==> src/rtl/scan_seq_pkg.sv <==
// Shared types and defaults for the scan sequencer: FSM state encoding,
// minimum sync period and default parameter widths.
package scan_seq_pkg;

  typedef enum logic [1:0] {
    ST_IDLE      = 2'd0,
    ST_SYNC      = 2'd1,
    ST_WAIT_DONE = 2'd2
  } state_t;

  localparam int MIN_PERIOD = 4;

  localparam int DEF_PERIOD_W = 24;
  localparam int DEF_SYNC_LEN = 2;
  localparam int DEF_TIMEOUT  = 16000000;
  localparam int DEF_CNT_W    = 16;

endpackage

==> src/rtl/scan_period_timer.sv <==
// Free-running period timer: counts while en=1, emits a one-cycle tick every
// effective period (period clamped to MIN_PERIOD) and reloads to zero.
module scan_period_timer
  import scan_seq_pkg::*;
#(
  parameter int PERIOD_W = DEF_PERIOD_W
) (
  input  logic                clk,
  input  logic                rst,
  input  logic                en,
  input  logic [PERIOD_W-1:0] period,
  output logic                tick
);

  logic [PERIOD_W-1:0] cnt;
  logic [PERIOD_W-1:0] eff_period;
  logic [PERIOD_W-1:0] last;

  always_comb begin
    eff_period = period;
    if (period < PERIOD_W'(MIN_PERIOD)) begin
      eff_period = PERIOD_W'(MIN_PERIOD);
    end
  end

  assign last = eff_period - PERIOD_W'(1);

  // >= rather than == so a period shortened below the current count fires
  // at the next compare instead of running the counter round its full range.
  assign tick = en && (cnt >= last);

  always_ff @(posedge clk or posedge rst) begin
    if (rst) begin
      cnt <= '0;
    end else if (!en || tick) begin
      cnt <= '0;
    end else begin
      cnt <= cnt + PERIOD_W'(1);
    end
  end

endmodule

==> src/rtl/scan_sequencer.sv <==
// Drives full_scan's sync input and tracks each acquisition to completion,
// flagging overruns and timeouts. Optional macro: SCAN_SEQ_RDY_GATE_EN.
module scan_sequencer
  import scan_seq_pkg::*;
#(
  parameter int PERIOD_W = DEF_PERIOD_W,
  parameter int SYNC_LEN = DEF_SYNC_LEN,
  parameter int TIMEOUT  = DEF_TIMEOUT,
  parameter int CNT_W    = DEF_CNT_W
) (
  input  logic                sys_clk,
  input  logic                rst,
  input  logic                i_en,
  input  logic                i_single,
  input  logic [PERIOD_W-1:0] i_period,
  input  logic                i_frame_done,
  input  logic                i_st_rdy,
  output logic                o_send_sync,
  output logic                o_busy,
  output logic [CNT_W-1:0]    o_frame_cnt,
  output logic                o_overrun,
  output logic                o_timeout,
  output logic [1:0]          o_dbg_state
);

  localparam int SL_W = (SYNC_LEN > 1) ? $clog2(SYNC_LEN) : 1;
  localparam logic [SL_W-1:0]     SYNC_LAST = SL_W'(SYNC_LEN - 1);
  localparam logic [PERIOD_W-1:0] TO_LAST   = PERIOD_W'(TIMEOUT - 1);

  state_t              state, state_nxt;
  logic [SL_W-1:0]     sync_cnt, sync_cnt_nxt;
  logic [PERIOD_W-1:0] to_cnt, to_cnt_nxt;
  logic [CNT_W-1:0]    frame_cnt, frame_cnt_nxt;
  logic                timeout_q, timeout_nxt;
  logic                overrun;
  logic                tick;
  logic                start;
  logic                idle_overrun;

  scan_period_timer #(
    .PERIOD_W (PERIOD_W)
  ) u_timer (
    .clk    (sys_clk),
    .rst    (rst),
    .en     (i_en),
    .period (i_period),
    .tick   (tick)
  );

`ifdef SCAN_SEQ_RDY_GATE_EN
  // A trigger seen while the stream is not ready is parked until it is.
  logic pend_tick, pend_tick_nxt;
  logic pend_single, pend_single_nxt;
  logic pending;

  assign pending      = pend_tick | pend_single;
  assign start        = (tick | i_single | pending) & i_st_rdy;
  assign idle_overrun = tick & pending;

  always_comb begin
    pend_tick_nxt   = pend_tick;
    pend_single_nxt = pend_single;
    if ((state != ST_IDLE) || start) begin
      pend_tick_nxt   = 1'b0;
      pend_single_nxt = 1'b0;
    end else begin
      if (tick && !pending) begin
        pend_tick_nxt = 1'b1;
      end
      if (i_single) begin
        pend_single_nxt = 1'b1;
      end
      if (!i_en) begin
        pend_tick_nxt = 1'b0;
      end
    end
  end

  always_ff @(posedge sys_clk or posedge rst) begin
    if (rst) begin
      pend_tick   <= 1'b0;
      pend_single <= 1'b0;
    end else begin
      pend_tick   <= pend_tick_nxt;
      pend_single <= pend_single_nxt;
    end
  end
`else
  logic unused_rdy;
  assign unused_rdy   = i_st_rdy;
  assign start        = tick | i_single;
  assign idle_overrun = 1'b0;
`endif

  always_comb begin
    state_nxt     = state;
    sync_cnt_nxt  = sync_cnt;
    to_cnt_nxt    = to_cnt;
    frame_cnt_nxt = frame_cnt;
    timeout_nxt   = 1'b0;
    overrun       = 1'b0;
    case (state)
      ST_IDLE: begin
        overrun = idle_overrun;
        if (start) begin
          state_nxt    = ST_SYNC;
          sync_cnt_nxt = '0;
        end
      end
      ST_SYNC: begin
        overrun = tick;
        if (sync_cnt == SYNC_LAST) begin
          state_nxt  = ST_WAIT_DONE;
          to_cnt_nxt = '0;
        end else begin
          sync_cnt_nxt = sync_cnt + SL_W'(1);
        end
      end
      ST_WAIT_DONE: begin
        overrun = tick;
        // Frame completion takes priority over a coincident timeout.
        if (i_frame_done) begin
          frame_cnt_nxt = frame_cnt + CNT_W'(1);
          state_nxt     = ST_IDLE;
        end else if (to_cnt == TO_LAST) begin
          timeout_nxt = 1'b1;
          state_nxt   = ST_IDLE;
        end else begin
          to_cnt_nxt = to_cnt + PERIOD_W'(1);
        end
      end
      default: begin
        state_nxt = ST_IDLE;
      end
    endcase
  end

  always_ff @(posedge sys_clk or posedge rst) begin
    if (rst) begin
      state     <= ST_IDLE;
      sync_cnt  <= '0;
      to_cnt    <= '0;
      frame_cnt <= '0;
      timeout_q <= 1'b0;
    end else begin
      state     <= state_nxt;
      sync_cnt  <= sync_cnt_nxt;
      to_cnt    <= to_cnt_nxt;
      frame_cnt <= frame_cnt_nxt;
      timeout_q <= timeout_nxt;
    end
  end

  assign o_send_sync = (state == ST_SYNC);
  assign o_busy      = (state != ST_IDLE);
  assign o_frame_cnt = frame_cnt;
  assign o_overrun   = overrun;
  assign o_timeout   = timeout_q;
  assign o_dbg_state = state;

endmodule
==> config.mk <==
export PLATFORM = sky130hd
export DESIGN_NAME = scan_sequencer
export DESIGN_NICKNAME = d
export VERILOG_FILES = /design/src/rtl/scan_seq_pkg.sv /design/src/rtl/scan_period_timer.sv /design/src/rtl/scan_sequencer.sv
export SDC_FILE = /design/constraint.sdc
export NUM_CORES = 1
export LEC_CHECK = 0
export ABC_AREA = 1
export BUFFER_PORTS_ARGS = -buffer_cell sky130_fd_sc_hd__buf_2
export CAP_MARGIN = 20
export CORE_ASPECT_RATIO = 1.2
export CORE_UTILIZATION = 55
export DETAILED_ROUTE_END_ITERATION = 12
export HOLD_SLACK_MARGIN = 0.05
export PLACE_DENSITY = 0.75
export REMOVE_ABC_BUFFERS = 1
export SLEW_MARGIN = 20
export SYNTH_ARGS = -nofsm -noshare
export SYNTH_HDL_FRONTEND = slang
export SYNTH_SLANG_ARGS = --single-unit
==> constraint.sdc <==
create_clock -name sys_clk -period 4.7 [get_ports sys_clk]
set_clock_uncertainty 0.15 [all_clocks]
set_input_delay 0.94 -clock sys_clk [delete_from_list [all_inputs] [get_ports sys_clk]]
set_output_delay 0.94 -clock sys_clk [all_outputs]
set_load 0.02 [all_outputs]
Word-level counts from Yosys, hierarchy flattened
Index checks and enable logic that the tools add are counted.
{"block": "totals", "inputBits": 30, "wordCells": 52, "register_bits": 68, "out_inout_bits": 22}
{"block": "op_classes", "eq_ne": 8, "mux": 18, "reduce_logical": 12, "n_addsub": 5, "bitwise_logic": 1, "magnitude_cmp": 2}
{"op": "$mux 24", "n": 5}
{"op": "$add 24x1->24 const B", "n": 2}
{"op": "$pmux 24 s2", "n": 1}
{"op": "$eq 24x24->1 const B", "n": 1}
{"op": "$ge 24x24->1", "n": 1}
{"op": "$lt 24x3->1 const B", "n": 1}
{"op": "$sub 24x1->24 const B", "n": 1}
{"op": "$add 16x1->16 const B", "n": 1}
{"op": "$mux 2", "n": 4}
{"op": "$mux 1", "n": 6}
{"op": "$ne 2x2->1 const B", "n": 3}
{"op": "$pmux 2 s3", "n": 1}
{"op": "$reduce_bool 2->1", "n": 3}
{"op": "$reduce_and 2->1", "n": 2}
{"op": "$reduce_and 4->1", "n": 1}
{"op": "$ne 3x3->1 const B", "n": 1}
{"op": "$reduce_and 3->1", "n": 1}
{"op": "$eq 2x1->1 const B", "n": 1}
{"op": "$eq 2x2->1 const B", "n": 1}
{"op": "$logic_not 2->1", "n": 1}
{"op": "$ne 2x1->1 const B", "n": 1}
{"op": "$pmux 1 s2", "n": 1}
{"op": "$reduce_or 2->1", "n": 1}
{"op": "$add 1x1->1 const B", "n": 1}
{"op": "4 further kinds", "n": 4}

Longest topological paths before layout
Gate-level depths: netlist of run 1.
{"block": "depth", "depth_word": 8, "depth_mapped": 26, "mapped_depth_nobuf": 26}

Modules after synthesis
A second synthesis of run 1 with hierarchy kept.
{"block": "unflattened", "cells_unflattened": 757, "hier_area_um2": 5275.1}
{"mod": "scan_sequencer", "instances": 1, "cells_each": 387, "area_each_um2": 2695.1, "seq_area_each_um2": 1101.1}
{"mod": "scan_period_timer", "instances": 1, "cells_each": 370, "area_each_um2": 2580.0, "seq_area_each_um2": 600.6}

Worst setup path after synthesis of run 1
OpenSTA, ideal clock, no wires.
{"block": "synth_path", "path_type": "input to output", "start": "input i_period[7]", "end": "output o_overrun", "required_ns": 3.610, "path_buffers": 0, "path_stages": 20, "path_slack_ns": 0.019, "t_arrival_ns": 3.591, "cell_sequence": "or2_1 > nor3_1 > nand4_2 > nand2_1 > ha_1 > inv_1 > nor2_1 > nand2_1 > nor3_1 > xor2_1 > inv_1 > ha_1 > nand2_1 > nor2_1 > nand2_1 > nor2_1 > nand2_1 > nand3_1 > nand2_1 > nor2_1"}
{"block": "synth_between", "elab_chain_cells": 6}
{"item": "start, declared", "line": "scan_sequencer.sv:15", "text": "input logic [PERIOD_W-1:0] i_period,"}
{"item": "$lt 24x3->1", "line": "scan_period_timer.sv:21", "text": "if (period < PERIOD_W'(MIN_PERIOD)) begin"}
{"item": "$mux 24 *", "line": "scan_period_timer.sv:21"}
{"item": "$sub 24x1->24 *", "line": "scan_period_timer.sv:26", "text": "assign last = eff_period - PERIOD_W'(1);"}
{"item": "$ge 24x24->1 *", "line": "scan_period_timer.sv:30", "text": "assign tick = en && (cnt >= last);"}
{"item": "$logic_and 1x1->1 *", "line": "scan_period_timer.sv:30"}
{"item": "$mux 1 *", "line": "scan_sequencer.sv:102", "text": "case (state)"}
{"item": "end, declared", "line": "scan_sequencer.sv:21", "text": "output logic o_overrun,"}
Mark *: on every way between the ends. The rest lies on a longest branch, timed or not.

Worst setup path in the final report of run 1
{"block": "layout_path", "start": "input i_period[14]", "end": "output o_overrun"}
Same word-level chain as after synthesis.

==> results.yml, run 1 <==
run_status:
  status: "finished, violations left"
  violations: "setup timing"
final_layout:
  regArea_um2: 1700
  antenna_cells: 0
  stdcell_count: 966
  multi_input_area_um2: 3050
  finalNetCount: 903
  layout_common_cells: "nand2_1, inv_1, nor2_1"
  drive_gt1_share_pct: 24.8
  synthToLayoutAreaGrowth_pct: 24.7
  layout_commonest_cell: "nand2_1"
  fillerInstances: 746
logic_synthesis:
  synth_edf_count: 0
  synth_area_leader_cell: "dfrtp_1"
  syn_avg_cell_area_um2: 7.14
  synth_cells: 717
  ys_top_cells_by_area: "dfrtp_1, nand2_1, inv_1"
  synth_warnings: 0
  synth_seq_cells: 68
  synthArstFlopShare_pct: 100
  ys_seq_area_share_pct: 33.3
  synth_top_area_share_pct: 33.3
  synth_top_flop_cell: "dfrtp_1"
  ys_types: 37
  netlist_area_um2: 5120
worst_setup_path:
  critPathMaxFanout: 4
  arrival_ps: 3810
  worstSetupStartpointType: "input pin"
  worst-setup-path-type: "in2out"
  crit_required_ps: 3610
  end_kind: "output port"
  reg2reg_depth: 10
placed_design:
  place_inst: 926
  dpl_worst_slack_ps: -403
  hpwlAfterDp_mm: 9.21
  place.gp.congestion: 0.939
  placement.io_buffers: 50
sta:
  period_share_pct: 104
  finalHoldViolCount: 0
  finalCriticalPeriod_ps: 4900
  max_freq_ghz: 0.204
  holdWs_ps: 327
  rsz0062_at_grt: "yes"
  tightest_slew_ps: 901
  finalWorstSetupSlack_ps: -199
  timing.setup.tns_ps: -199
  finalMaxSlewViolations: 0
  finalSetupViolCount: 1
  relSlewSlack_pct: 39.9
grt:
  grt_max_degree: 52
  grt_pass1_wl_mm: 21.0
  antenna_found_initial: 0
  grt_pass1_vias: 4930
  grtUsageTotal_pct: 27.2
  overflow: 0
clocking:
  cts_num_sinks: 68
  htreeDepth: 3
  path_clk_slew_ps: 80
  insertion_delay_ps: 360
  cts_tree: "done"
  hold_buffers: 0
  numCtsBuffers: 9
  root_buffer: "clkbuf_8"
  clock_path_buffers: 2
pwr:
  irDropWorstVdd_mv: 0.370
  p_total_mw: 1.65
  leakage_nw: 3.32
  power.density_nw_per_um2: 259
floorplan:
  dieWidth_um: 90.0
  start_util_pct: 56.6
  rows: 38
  ioPinCount: 52
  fp.dieArea_um2: 9690
  core_um2: 9030
  die_h_um: 108
route:
  drt_iter0_drc: 196
  firstDrtPassIters: 7
  met3_length_um: 474
  vias: 5046
  drt-total-wl_mm: 13.1
  m1WireLength_mm: 5.28
  ant_nets: 0
  dr_wl_met2_mm: 6.68
  top_layer: "met4"
  drc_errors: 0
  wire_per_inst_um: 13.6
  viasPerCell: 5.22
run:
  max_cap_viol_count: 0
hold_path:
  hold_path_class: "reg2reg"
  hold_depth: 1
[sequential cells by signal (all words and copies together) (netlist names)]
register,cells
to_cnt,24
u_timer.cnt,24
o_frame_cnt,16
o_dbg_state,2
o_timeout,1
sync_cnt,1
[worst max-delay path, cell delays in order]
cell and delay [ps]:
buf_2 110, inv_2 60, nand2_2 70, nor2_4 140, nand2_2 80, inv_2 80
nand4_4 140, nand2_2 120, ha_4 150, inv_4 40, nor2_4 140, nand4_1 220
buf_4 220, xor2_2 180, ha_1 280, nand2_1 40, inv_1 60, nand4_1 170
nor2_2 140, nand2_2 70, nand3_2 60, nand2_2 60, nor2_2 100, buf_6 130
[through the flow]
step	utilization (%)	area, um2
after CTS	68.0	6150
after floorplan	-	5040
after detailed placement	64.2	5800
after global placement	64.2	5800
after global routing	70.6	6380
final	70.6	6380
[cells by family (layout without fill, tap and decap cells)]
kind of cell	after synthesis	after routing	share of synthesized area, %
flip-flops	68	68	33.3
AO/OA/AOI/OAI	39	39	4.65
buffers and inverters	127	256	10.2
adder cells (fa/ha/maj)	32	32	7.83
XOR/XNOR	57	57	9.76
AND/OR/NAND/NOR	394	394	34.3
[report_power, final]
part           internal [mW]  switching (mW)
clock network          0.188           0.224
registers              0.631          0.0443
logic                  0.179           0.383
total                  0.998           0.652
[cells in the mapped netlist (4+ instances only)]
master / n
buf_6: 4
o21ai_2: 9
ha_1: 32
a21oi_1: 10
nand3_1: 43
xor2_1: 39
o21ai_0: 10
nand2_1: 171
clkbuf_1: 4
nor4_1: 4
nor3_1: 22
inv_1: 116
xnor2_1: 18
dfrtp_1: 68
o21ai_1: 7
nor2_1: 102
nand4_1: 27
[area by class of cell]
| type | instances | share of cell area [%] |
|---|---|---|
| Clock buffer | 9 | 1.94 |
| Multi-Input combinational cell | 522 | 47.9 |
| Inverter | 118 | 7.20 |
| Timing Repair Buffer | 122 | 13.3 |
| Tap cell | 120 | 2.35 |
| Sequential cell | 68 | 26.7 |
| Clock inverter | 7 | 0.687 |
[worst paths after layout]
kind	startpoint	to	slack, ps
setup / recovery	i_period[14]	o_overrun	-200
hold / removal	o_frame_cnt[15]$_DFFE_PP0P_	o_frame_cnt[15]$_DFFE_PP0P_	330
setup reg to reg	o_dbg_state[0]$_DFFE_PP0P_	o_frame_cnt[15]$_DFFE_PP0P_	1800
hold reg to reg	o_frame_cnt[15]$_DFFE_PP0P_	o_frame_cnt[15]$_DFFE_PP0P_	330
max in group asynchronous	rst	u_timer.cnt[6]$_DFF_PP0_	3060
min in group asynchronous	rst	u_timer.cnt[18]$_DFF_PP0_	580
[routing by layer]
metal | vias to the layer above | track usage (%)
met5 | - | 0
met4 | 0 | 18.7
met3 | 48 | 4.45
met2 | 142 | 49.1
met1 | 2334 | 29.1
li1 | 2522 | -
[what timing repair did]
action,in CTS,in global routing
gates resized for setup,26,44
setup buffers,11,13
pin swaps,19,25
setup endpoints to repair,1,1
Note: power is estimated with default switching activity, not from simulation.
==> inputs of run 2 (changes only) <==
RECOVER_POWER = 100   (was unset)
clock period = 5.3 ns   (was 4.7 ns; I/O delays follow)
==> run 2 against run 1 <==
  * The flow finishes with violations (capacitance limit, slew limit)
  * Critical endpoint unchanged
  * Via count fell by 7.1%
  * Combinational power down 26%
  * Clock-buffer cell count up 3
  * Cell area down 10%
  * Utilization down 7.3 points
  * Sequential share of layout area up 3.1 points
  * Wire length down 13%
  * Highest routed layer unchanged
  * Cell count is 6.5% lower
  * Hold slack worse by 1.1 ps
==> results.yml, run 2 (synthesis results as in run 1) <==
placed_design:
  place.gp.congestion: 0.950
  hpwlAfterDp_mm: 8.69
  dpl_worst_slack_ps: 10.8
  place_inst: 885
  place_area_um2: 5490
  placement.io_buffers: 50
worst_setup_path:
  critPathMaxFanout: 4
  worstPathCellList: "buf_2 > or2_4 > nor3_4 > nand4_4 > nand2_2 > ha_4 > inv_2 > nor2_4 > nand4_1 > nor2_1 > xor2_1 > ha_1 > nand2_1 > nor2_2 > nand4_1 > nor2_1 > nand2_1 > nand3_2 > nand2_2 > nor2_2 > buf_6"
  cpMaxStageDelayCell: "ha_1"
  crit_required_ps: 4090
  end_kind: "output port"
  worstSetupStartpointType: "input pin"
  max_stage_delay_ps: 270
  arrival_ps: 3880
  worst-setup-path-type: "in2out"
final_layout:
  fillerInstances: 831
  multi_input_area_um2: 2940
  layout_common_cells: "nand2_1, inv_1, nor2_1"
  post-route-cell-area_um2: 5720
  finalNetCount: 840
  drive_gt1_share_pct: 10.9
  layout_commonest_cell: "nand2_1"
  stdcell_count: 903
  antenna_cells: 0
  synthToLayoutAreaGrowth_pct: 11.8
  regArea_um2: 1700
route:
  drc_errors: 0
  wire_per_inst_um: 12.7
  viasPerCell: 5.19
  firstDrtPassIters: 4
  ant_nets: 0
  vias: 4688
  drt-total-wl_mm: 11.5
  drt_iter0_drc: 223
clocking:
  cts_tree: "done"
  root_buffer: "clkbuf_8"
  htreeDepth: 3
  path_clk_slew_ps: 70
  numCtsBuffers: 9
  clock_path_buffers: 2
  hold_buffers: 0
  cts_num_sinks: 68
  insertion_delay_ps: 350
sta:
  finalHoldViolCount: 0
  tightest_slew_ps: 2290
  relSlewSlack_pct: -52.8
  finalCriticalPeriod_ps: 5090
  period_share_pct: 96.1
  timing.setup.tns_ps: 0
  finalSetupViolCount: 0
  finalWorstSetupSlack_ps: 209
  finalMaxSlewViolations: 44
  holdWs_ps: 326
  max_freq_ghz: 0.196
grt:
  grt_pass1_vias: 4482
  antenna_found_initial: 0
  grt_pass1_wl_mm: 19.1
  overflow: 0
  grt_max_degree: 44
  grtUsageTotal_pct: 24.8
floorplan:
  die_h_um: 108
  start_util_pct: 56.6
  ioPinCount: 52
  core_um2: 9030
  rows: 38
  fp.dieArea_um2: 9690
  dieWidth_um: 90.0
run_status:
  violations: "capacitance limit, slew limit"
  status: "finished, violations left"
pwr:
  power.density_nw_per_um2: 253
  leakage_nw: 2.93
  irDropWorstVdd_mv: 0.291
hold_path:
  hold_path_class: "reg2reg"
run:
  max_cap_viol_count: 1
run 2: cell types whose count changed in the layout (fill, tap and decap cells not counted), sizes merged:
| cell | change |
|---|---|
| buf | -87 |
| clkbuf | +27 |
| clkinv | -5 |
| bufinv | +1 |
| inv | +1 |
run 2: routing by layer:
metal | vias to the layer above | track usage, % | routed length, um
met3 | 46 | 4.73 | 393
met2 | 124 | 45.3 | 5710
met1 | 2139 | 26.9 | 4790
li1 | 2379 | - | -
met5 | - | 0 | 0
met4 | 0 | 14.2 | 560
run 2: path summary, 6_finish.rpt:
kind                                             startpoint                           to  slack (ps)  depth (start not counted)
worst max-delay path                            i_period[7]                    o_overrun         210                         21
worst min-delay path            o_frame_cnt[15]$_DFFE_PP0P_  o_frame_cnt[15]$_DFFE_PP0P_         330                          1
worst max register to register   o_dbg_state[0]$_DFFE_PP0P_       to_cnt[23]$_DFFE_PP0P_        1020                          8
worst min register to register  o_frame_cnt[15]$_DFFE_PP0P_  o_frame_cnt[15]$_DFFE_PP0P_         330                          1
max in group asynchronous                               rst        to_cnt[9]$_DFFE_PP0P_        1560                          3
min in group asynchronous                               rst    u_timer.cnt[18]$_DFF_PP0_         770                          2
run 2: critical path: cells and delay by family:
| kind | cells | cell delay [ps] |
|---|---|---|
| buf+inv | 3 | 300 |
| xor+xnor | 1 | 90 |
| fa+ha+maj | 2 | 400 |
| simple gates | 15 | 2030 |
run 2: where the power goes:
group | internal, mW | total (mW) | switching, mW | leakage, nW
Clock | 0.241 | 0.435 | 0.193 | 0.102
Sequential | 0.560 | 0.601 | 0.0407 | 0.916
Combinational | 0.109 | 0.414 | 0.304 | 1.91
Total | 0.911 | 1.45 | 0.538 | 2.93
run 2: stage by stage:
| step | total power [mW] | utilization (%) |
|---|---|---|
| 3_3_place_gp | 1.04 | 60.8 |
| 5_1_grt | 1.54 | 63.3 |
| 2_1_floorplan | 0.911 | - |
| 6_report | 1.45 | 63.3 |
| 4_1_cts | 1.50 | 63.1 |
| 3_5_place_dp | 1.06 | 60.8 |
run 2: repair_timing:
| action | CTS | global route |
|---|---|---|
| setup endpoints to repair | 1 | 1 |
| setup buffers | 0 | 2 |
| pin swaps | 1 | 13 |
| resized for setup | 0 | 26 |
run 2: area by class of cell:
class	count	area share, %
timing repair buffer	59	5.01
multi-input combinational	522	51.3
sequential	68	29.7
clock buffer	12	2.71
tap	120	2.62
inverter	118	7.76
clock inverter	4	0.831
==> inputs of run 3 (changes only) <==
CORE_ASPECT_RATIO = 1.1   (was 1.2)
CTS_BUF_LIST = sky130_fd_sc_hd__clkbuf_8 sky130_fd_sc_hd__clkbuf_16   (was unset)
==> run 3 against run 2 <==
  * The flow still finishes with violations (capacitance limit, slew limit)
  * Wire length rose by 2.1%
  * Sequential cell count did not move
  * Utilization rose by 1.4 points
  * Total power rose by 3.4%
  * Cell area rose by 1.4%
  * Sequential power barely moved
  * Sequential share of layout area fell by 0.41 points
  * Non-clock buffer count rose by 5
  * First-iteration DRC count rose by 3.6%
  * Largest power group unchanged
==> results.yml, run 3 (synthesis results as in run 1) <==
pwr:
  irDropWorstVdd_mv: 0.477
  power.density_nw_per_um2: 258
  p_total_mw: 1.50
  leakage_nw: 2.96
clocking:
  path_clk_slew_ps: 80
  root_buffer: "clkbuf_8"
  htreeDepth: 3
  clock_path_buffers: 2
  insertion_delay_ps: 340
  cts_num_sinks: 68
  hold_buffers: 0
  cts_tree: "done"
  numCtsBuffers: 9
route:
  firstDrtPassIters: 5
  vias: 4705
  drt-total-wl_mm: 11.7
  viasPerCell: 5.22
  drc_errors: 0
  wire_per_inst_um: 13.0
  ant_nets: 0
  drt_iter0_drc: 231
hold_path:
  min_from: "o_frame_cnt[15]$_DFFE_PP0P_"
  hold_depth: 1
  hold_path_class: "reg2reg"
  hold_end: "o_frame_cnt[15]$_DFFE_PP0P_"
sta:
  period_share_pct: 95.5
  max_freq_ghz: 0.198
  finalMaxSlewViolations: 47
  finalCriticalPeriod_ps: 5060
  finalHoldViolCount: 0
  tightest_slew_ps: 2050
  relSlewSlack_pct: -37.3
  holdWs_ps: 329
  timing.setup.tns_ps: 0
  finalSetupViolCount: 0
floorplan:
  ioPinCount: 52
  core_um2: 8960
  fp.dieArea_um2: 9690
  rows: 36
  start_util_pct: 57.1
  die_h_um: 103
  dieWidth_um: 94.0
worst_setup_path:
  worstSetupStartpointType: "input pin"
  arrival_ps: 3850
  r2r_slack_ps: 1040
  worst-setup-path-type: "in2out"
  end_kind: "output port"
  critPathMaxFanout: 4
  reg2reg_depth: 8
  rr_startpoint: "o_dbg_state[0]$_DFFE_PP0P_"
  timing.rr.end: "to_cnt[20]$_DFFE_PP0P_"
  crit_required_ps: 4090
run_status:
  status: "finished, violations left"
  violations: "capacitance limit, slew limit"
placed_design:
  place.gp.congestion: 0.914
  hpwlAfterDp_mm: 8.93
  placement.io_buffers: 50
  place_area_um2: 5490
final_layout:
  drive_gt1_share_pct: 12.4
  post-route-cell-area_um2: 5800
  synthToLayoutAreaGrowth_pct: 13.4
  layout_commonest_cell: "nand2_1"
  final_util_pct: 64.7
  antenna_cells: 0
  finalNetCount: 845
  layout_common_cells: "nand2_1, inv_1, nor2_1"
grt:
  grt_pass1_vias: 4560
  antenna_found_initial: 0
  grt_max_degree: 47
  grt_pass1_wl_mm: 19.6
  overflow: 0
  grtUsageTotal_pct: 25.7
run:
  max_cap_viol_count: 1
## run 3: cell types whose count changed in the layout (fill, tap and decap cells not counted), moves of 2 or more
cell	before	now
clkinv_4	0	2
buf_4	6	10
nor2_1	96	94
nand2_1	166	164
nand2_2	6	8
inv_1	114	111
## run 3: worst max path at each step
stage,from,endpoint,cells after the start
6_report,i_period[7],o_overrun,21
5_1_grt,i_period[7],o_overrun,21
4_1_cts,i_period[7],o_overrun,22
3_5_place_dp,i_period[7],o_overrun,22
3_3_place_gp,i_period[7],o_overrun,22
2_1_floorplan,i_period[7],o_overrun,20
## run 3: layer usage
metal	vias up	track usage, %	wire, um
met5	-	0	0
met1	2164	29.5	5020
met3	24	3.83	350
li1	2402	-	-
met4	0	11.8	302
met2	115	46.9	6030
## run 3: timing repair
| item | 4_1_cts | 5_1_grt |
|---|---|---|
| pin swaps | 1 | 18 |
| buffers inserted | 1 | 5 |
| endpoints found under the setup margin | 1 | 1 |
| resized for setup | 1 | 35 |
## run 3: cell type report
cell class                 count  area, um2
clock buffer                  10        138
clock inverter                 6       87.6
fill                         825       3160
inverter                     118        448
multi-input combinational    522       2960
sequential                    68       1700
tap                          114        143
timing repair buffer          64        327
## run 3: worst max-delay path: stages
cell	delay, ps
buf_2	120
or2_4	240
nor3_4	220
nand4_4	120
nand2_2	130
ha_4	140
inv_4	40
nor2_4	110
nand4_1	190
nor2_1	180
xor2_1	100
ha_1	300
nand2_1	60
nor2_1	130
nand2_1	90
nor2_1	110
nand2_1	100
nand3_2	70
nand2_2	80
nor2_2	120
buf_6	120
## run 3: through the flow
| stage | instances | setup WS, ps |
|---|---|---|
| floorplan | 708 | 379 |
| global placement | 880 | 74.8 |
| detailed placement | 880 | -12.3 |
| CTS | 897 | 16.9 |
| global route | 902 | -1.73 |
| finish | 902 | 239 |
## run 3: power by group
| group | switching (mW) | total, mW | internal (mW) |
|---|---|---|---|
| clock network | 0.199 | 0.477 | 0.278 |
| registers | 0.0387 | 0.598 | 0.560 |
| logic | 0.309 | 0.422 | 0.113 |
